===== src/rtl/mix_sample_streamer.sv =====
// mix_sample_streamer: samples the 8-voice mixer sum at SAMPLE_HZ, recentres and scales it
// to signed 32-bit codec format, queues it in a small FIFO and issues one-cycle codec writes.
// Optional feature macro: MIX_DROP_COUNT_EN adds a saturating drop_count[7:0] output.
module mix_sample_streamer #(
    parameter int unsigned CLK_HZ     = 50_000_000,
    parameter int unsigned SAMPLE_HZ  = 48_000,
    parameter int unsigned DEPTH      = 4,
    parameter int unsigned GAIN_SHIFT = 20
) (
    input  logic                     CLOCK_50,
    input  logic                     resetn,
    input  logic [31:0]              mix_down,
    input  logic                     audio_out_allowed,
    output logic                     write_audio_out,
    output logic [31:0]              left_channel_audio_out,
    output logic [31:0]              right_channel_audio_out,
    output logic [$clog2(DEPTH):0]   fifo_level
`ifdef MIX_DROP_COUNT_EN
    ,
    output logic [7:0]               drop_count
`endif
);

    localparam int unsigned DIV   = CLK_HZ / SAMPLE_HZ;
    localparam int unsigned CNT_W = (DIV > 1) ? $clog2(DIV) : 1;
    localparam int unsigned PTR_W = $clog2(DEPTH);
    localparam int unsigned LVL_W = PTR_W + 1;

    localparam logic [1:0] ST_IDLE  = 2'd0;
    localparam logic [1:0] ST_WRITE = 2'd1;
    localparam logic [1:0] ST_WAIT  = 2'd2;

    logic [CNT_W-1:0] div_cnt;
    logic             sample_tick_c;
    logic [11:0]      recentred_c;
    logic [31:0]      sample_c;

    logic [31:0]      fifo_mem [DEPTH];
    logic [PTR_W-1:0] wr_ptr;
    logic [PTR_W-1:0] rd_ptr;
    logic [LVL_W-1:0] level;
    logic             push_c;
    logic             pop_c;
    logic             drop_c;

    logic [1:0]       state;
    logic [1:0]       state_nxt;
    logic             write_nxt;
    logic [31:0]      data_q;

    // Only the low 11 bits of the mixer bus carry the sum.
    logic unused_mix_hi;
    assign unused_mix_hi = ^mix_down[31:11];

    // Sample-rate divider: counts 0..DIV-1, tick on the last count.
    always_ff @(posedge CLOCK_50) begin
        if (!resetn) begin
            div_cnt <= '0;
        end else if (sample_tick_c) begin
            div_cnt <= '0;
        end else begin
            div_cnt <= div_cnt + CNT_W'(1);
        end
    end

    assign sample_tick_c = (div_cnt == CNT_W'(DIV - 1));

    // Recentre 0..2040 around 1020 and scale to codec full range.
    assign recentred_c = {1'b0, mix_down[10:0]} - 12'd1020;
    assign sample_c    = {{20{recentred_c[11]}}, recentred_c} << GAIN_SHIFT;

    // A full FIFO still accepts a sample when the head leaves on the same edge.
    assign push_c = sample_tick_c && ((level < LVL_W'(DEPTH)) || pop_c);
    assign drop_c = sample_tick_c && !push_c;

    // Sample FIFO storage, pointers and occupancy.
    always_ff @(posedge CLOCK_50) begin
        if (!resetn) begin
            wr_ptr <= '0;
            rd_ptr <= '0;
            level  <= '0;
        end else begin
            if (push_c) begin
                fifo_mem[wr_ptr] <= sample_c;
                wr_ptr           <= wr_ptr + PTR_W'(1);
            end
            if (pop_c) begin
                rd_ptr <= rd_ptr + PTR_W'(1);
            end
            case ({push_c, pop_c})
                2'b10:   level <= level + LVL_W'(1);
                2'b01:   level <= level - LVL_W'(1);
                default: level <= level;
            endcase
        end
    end

    // Write-handshake FSM state register.
    always_ff @(posedge CLOCK_50) begin
        if (!resetn) begin
            state <= ST_IDLE;
        end else begin
            state <= state_nxt;
        end
    end

    // Next state: pop in IDLE, strobe for one cycle, then give the codec a cycle to respond.
    always_comb begin
        state_nxt = state;
        write_nxt = 1'b0;
        pop_c     = 1'b0;
        case (state)
            ST_IDLE: begin
                if ((level != '0) && audio_out_allowed) begin
                    pop_c     = 1'b1;
                    write_nxt = 1'b1;
                    state_nxt = ST_WRITE;
                end
            end
            ST_WRITE: state_nxt = ST_WAIT;
            ST_WAIT:  state_nxt = ST_IDLE;
            default:  state_nxt = ST_IDLE;
        endcase
    end

    // Registered write strobe and sample data; data holds between writes.
    always_ff @(posedge CLOCK_50) begin
        if (!resetn) begin
            write_audio_out <= 1'b0;
            data_q          <= '0;
        end else begin
            write_audio_out <= write_nxt;
            if (pop_c) begin
                data_q <= fifo_mem[rd_ptr];
            end
        end
    end

    assign left_channel_audio_out  = data_q;
    assign right_channel_audio_out = data_q;
    assign fifo_level              = level;

`ifdef MIX_DROP_COUNT_EN
    // Saturating count of samples lost to a full FIFO.
    always_ff @(posedge CLOCK_50) begin
        if (!resetn) begin
            drop_count <= '0;
        end else if (drop_c && (drop_count != 8'hFF)) begin
            drop_count <= drop_count + 8'd1;
        end
    end
`else
    logic unused_drop;
    assign unused_drop = drop_c;
`endif

endmodule


===== config.mk =====
export PLATFORM = sky130hd
export DESIGN_NAME = mix_sample_streamer
export DESIGN_NICKNAME = d
export VERILOG_FILES = /design/src/rtl/mix_sample_streamer.sv
export SDC_FILE = /design/constraint.sdc
export NUM_CORES = 1
export LEC_CHECK = 0
export ABC_AREA = 1
export CAP_MARGIN = 20
export CELL_PAD_IN_SITES_DETAIL_PLACEMENT = 0
export CELL_PAD_IN_SITES_GLOBAL_PLACEMENT = 1
export CORE_MARGIN = 5
export CORE_UTILIZATION = 39
export DETAILED_ROUTE_END_ITERATION = 8
export GPL_TIMING_DRIVEN = 0
export PLACE_DENSITY_LB_ADDON = 0.1
export SLEW_MARGIN = 20
export SYNTH_ARGS = -nofsm -noshare
export SYNTH_HDL_FRONTEND = slang
export SYNTH_SLANG_ARGS = --single-unit
export TNS_END_PERCENT = 20

===== constraint.sdc =====
create_clock -name CLOCK_50 -period 6 [get_ports CLOCK_50]
set_clock_uncertainty 0.2 [all_clocks]
set_input_delay 1.2 -clock CLOCK_50 [delete_from_list [all_inputs] [get_ports CLOCK_50]]
set_output_delay 1.2 -clock CLOCK_50 [all_outputs]
set_load 0.05 [all_outputs]

# --- Word level (Yosys, flattened, before mapping) ---
# Memories as Yosys holds them, arrays and structs flattened. A register that Yosys moved wholly into a read port is not among the register bits.
# Index checks and enable logic that the tools add are counted.
word_totals:
  regBits: 53
  wordCells: 37
  n_memories: 1
  in_bits: 35
  ram_bits: 48
mem_list:
  columns: ["memory", "depth", "width", "read_ports", "rd_clocked_by_memory_dff", "write_ports", "line_no", "source"]
  rows:
  - ["fifo_mem", 4, 12, 1, 1, 1, "38", "logic [31:0] fifo_mem [DEPTH];"]
classes:
  addsub: 6
  bitwise_logic: 1
  reduce_logical: 8
  magnitude_cmp: 1
  n_eq_ne: 5
  mux: 8
ops:
  columns: ["op", "n"]
  rows:
  - ["11-bit by 10-bit subtractor with 12-bit output, second input constant", 1]
  - ["11-bit by 1-bit adder with 11-bit output, second input constant", 1]
  - ["11-bit equality test, second input constant", 1]
  - ["3-bit case mux with 2 select lines", 1]
  - ["1-bit two-way mux", 5]
  - ["2-bit by 1-bit adder with 2-bit output, second input constant", 2]
  - ["2-bit by 1-bit equality test with 1-bit output, second input constant", 2]
  - ["2-bit case mux with 2 select lines", 1]
  - ["3-bit by 1-bit adder with 3-bit output, second input constant", 1]
  - ["3-bit less-than comparator, second input constant", 1]
  - ["3-bit nonzero test", 1]
  - ["3-bit by 1-bit subtractor with 3-bit output, second input constant", 1]
  - ["2-bit equality test, second input constant", 1]
  - ["1-bit logical AND", 2]
  - ["2-bit zero test", 1]
  - ["2-bit two-way mux", 1]
  - ["2-bit inequality test, second input constant", 1]
  - ["2-bit nonzero test", 1]
  - ["2-bit OR reduction", 1]
  - ["1-bit zero test", 1]
  - ["1-bit logical OR", 1]
  - ["1-bit NOT", 1]

# --- Logic depth before layout (Yosys ltp) ---
logic_depth:
  word_depth: 9
  mapped_depth: 15
  ltp_nobuf: 15

# --- Worst setup path before layout ---
# Ideal clock, no wire load.
synth_path:
  path_kind: "input to register"
  start: "input port resetn"
  end: "memory fifo_mem[0][0] (netlist bit), enable pin"
  n_path_buf: 1
  required_ps: 5420
  t_arrival_ps: 2154
  cell_stages: 3
  setup_slack_ps: 3266
  cell_sequence: "clkbuf_1 -> nand4_1 -> nor2_1"
synth_via:
  elab_chain_cells: 2
synth_rtl:
  columns: ["item", "line_no", "source"]
  rows:
  - ["start: declaration", "11", "input logic resetn,"]
  - ["1-bit two-way mux", "78", "if (!resetn) begin"]
  - ["1-bit two-way mux (not written as such)", "84", "fifo_mem[wr_ptr] <= sample_c;"]
  - ["end: declaration", "38", null]
# Every way passes these cells.

# --- Worst setup path in the final report ---
layout_path:
  start: "input port resetn"
  end: "memory fifo_mem[3][8] (netlist bit), enable pin"
# Same word-level chain as after synthesis.

==> run metrics <==
Syn Area/Cell=9.50 um^2; Die Height=110 um; DRC violations left=0; WP data arrival=3.10 ns; Post-Synthesis Cells=413; Pint=0.000859 W; Startpoint Class=primary input; Area contributors post-synth=edfxtp_1, dfxtp_1, buf_4; hold_ws=0.234 ns; grt ovf=0; total CTS buffers=9; largest net degree at the start of global routing=15; post-synthesis cell type with the largest combined area=edfxtp_1; Reg2Reg Depth=8; Seq pwr share=52.1%; r2r endpoint=fifo_mem[3][8]; I/O pin cnt=103; Setup TNS=0 ns; WL/cell=12.0 um; vias post-DR=2737; Die X=110 um; cells resized by post-CTS repair=0; crit path buf inv count=2; CTS tree=built; worst hold path type=flip-flop to flip-flop; area grow syn2layout=24.2%; fraction of layout cells with a size suffix above 1=19.6%; initial antenna violation count=0; Switching Fraction=24.5%; Hold Buf Count CTS=0; # port buffers=41; number of fill cells=918; Cell Area, Synth=3920 um^2; drt pass-1 iters=4; Detail Route Antenna Nets=0; CP peak stage delay=0.68 ns; combinational power share=9.6%; Routed WL=7690 um; slowest cell on the critical path=nor2_2; Core Area=9770 um^2; num rows=36; Reg clk slew, reported paths=0.08 ns; sw power=0.000278 W; root buffer cell=clkbuf_8; Worst Max-Slew Pin Slew=0.768 ns; synthesis-stage register bit count=81; area share of the largest cell type after synthesis=36.7%; CP required=5.78 ns; Post-DP HPWL=5590 um; leakage power=2.03 nW; Max Root-Sink Buffers=2; hold path endpoint=state[1]; Final GP Congestion=0.765; R2R Setup Slk=3.60 ns; CP cell instances=clkdlybuf4s50_1 > clkbuf_1 > nand4_1 > nor2_2; pwr/cell area=233 nW/um^2; Synth cell types=31; postcts setup bufs=0; clk sinks=81; Nets=548; status=complete, no violations; Ys Warns=0; reg2reg start=div_cnt[0]; Slew Viols, Final=0; initial DRC count=117; WP depth=4; fmax=301 MHz; first-pass GRT wire length=12200 um; peak supply drop=91.0 uV; Worst Path Max Fanout=12; Starting Density=40.1%; final hold viol count=0; die area=12200 um^2; kind of critical path=primary input to flip-flop; Worst-Skew Late Latency=0.35 ns; endpoint class of the critical path=flip-flop; sequential fraction of the synthesis area=53.6%; H-tree Lvls=3; RSZ-0062 raised after global routing=false; Hold Crit Start=state[1]; Via-to-Cell Ratio=4.26; Final Setup Violations=0; All-Layer GR Usage=13.2%; min cycle time layout=3.33 ns; max_slew headroom=48.8%; final worst-path cycle share=55.4%; Clock power frac=38.3%; number of global-route vias before repair=2421; ANT cells=0; hold path depth=1; critical path's top delay family=simple AND/OR/NAND/NOR gates; max-cap viol count=0
==> metal layers <==
| layer | global-route usage [%] | part of all wire, % | vias up |
|---|---|---|---|
| met2 | 19.8 | 44 | 87 |
| met3 | 3.09 | 7.2 | 14 |
| li1 | - | - | 1426 |
| met5 | 0 | 0 | - |
| met4 | 5.01 | 1.7 | 0 |
| met1 | 18.6 | 48 | 1210 |
==> power by group through the flow <==
stage          sequential (W)  clock, W  combinational (W)
2_1_floorplan        0.000605         0          0.0000913
3_3_place_gp         0.000605         0           0.000107
3_5_place_dp         0.000605         0           0.000108
4_1_cts              0.000592  0.000441           0.000108
5_1_grt              0.000592  0.000468           0.000117
6_report             0.000592  0.000436           0.000109
==> how the worst max path moves through the flow <==
stage                      start             end  slack, ns
after floorplan           resetn  fifo_mem[0][0]       3.27
after global placement    resetn  fifo_mem[3][4]       1.98
after detailed placement  resetn  fifo_mem[1][4]       2.26
after CTS                 resetn  fifo_mem[1][9]       2.62
after global routing      resetn  fifo_mem[3][8]       2.52
final                     resetn  fifo_mem[3][8]       2.67
==> stage by stage <==
stage               utilization [%]  cell area [um^2]  setup slack, ns  std cells  total power [W]
finish                         49.9              4870             2.67        642          0.00114
global route                   49.9              4870             2.52        642          0.00118
CTS                            49.9              4870             2.62        642          0.00114
detailed placement             47.6              4660             2.26        626         0.000713
global placement               47.5              4650             1.98        626         0.000712
floorplan                         -              4070             3.27        452         0.000696
==> kinds of logic (layout without fill, tap and decap cells) <==
kind of cell               count (synthesis)  after routing  synth area share (%)
AOI/OAI and AO/OA                         62             62                  7.97
xor gates and xnor gates                  11             11                  2.46
adders and majority gates                  9              9                  3.06
buffers and inverters                    103            160                  16.2
DFF                                       81             81                  53.6
other                                      1             40                0.0956
and+or+nand+nor                          146            146                  16.6
==> synthesized netlist by cell type, drive strengths merged <==
| master | instances |
|---|---|
| a21oi | 9 |
| buf | 63 |
| clkbuf | 2 |
| conb | 1 |
| dfxtp | 33 |
| edfxtp | 48 |
| fa | 1 |
| ha | 8 |
| inv | 38 |
| nand2 | 33 |
| nand3 | 10 |
| nand3b | 1 |
| nand4 | 5 |
| nor2 | 94 |
| nor3 | 3 |
| o21ai | 52 |
| o21bai | 1 |
| xnor2 | 2 |
| xor2 | 9 |
==> layout by cell type, fill, tap and decap left out, drive strengths merged, types with 9 or more instances in the layout <==
master	Yosys	routed
nor2	94	94
conb	1	40
nand2	33	33
o21ai	52	52
dfxtp	33	33
edfxtp	48	48
clkdlybuf4s50	0	41
a21oi	9	9
xor2	9	9
nand3	10	10
buf	63	63
clkbuf	2	12
inv	38	39
==> final cells by class <==
type                       instances  area, um^2  share of cell area, %
clock buffer                      10         128                   2.62
multi-input combinational        268        1340                   27.5
tap                              133         166                   3.41
inverter                          38         145                   2.98
clock inverter                     6        90.1                   1.85
sequential                        81        2100                   43.1
buffer                            65         492                   10.1
timing repair buffer              41         410                   8.42
==> flip-flops by register name, indices dropped and copies added (netlist names) <==
register / cells
div_cnt: 11
fifo_level: 3
fifo_mem: 48
left_channel_audio_out: 12
rd_ptr: 2
state: 2
wr_ptr: 2
write_audio_out: 1
Power figures use the tool's default switching activity.
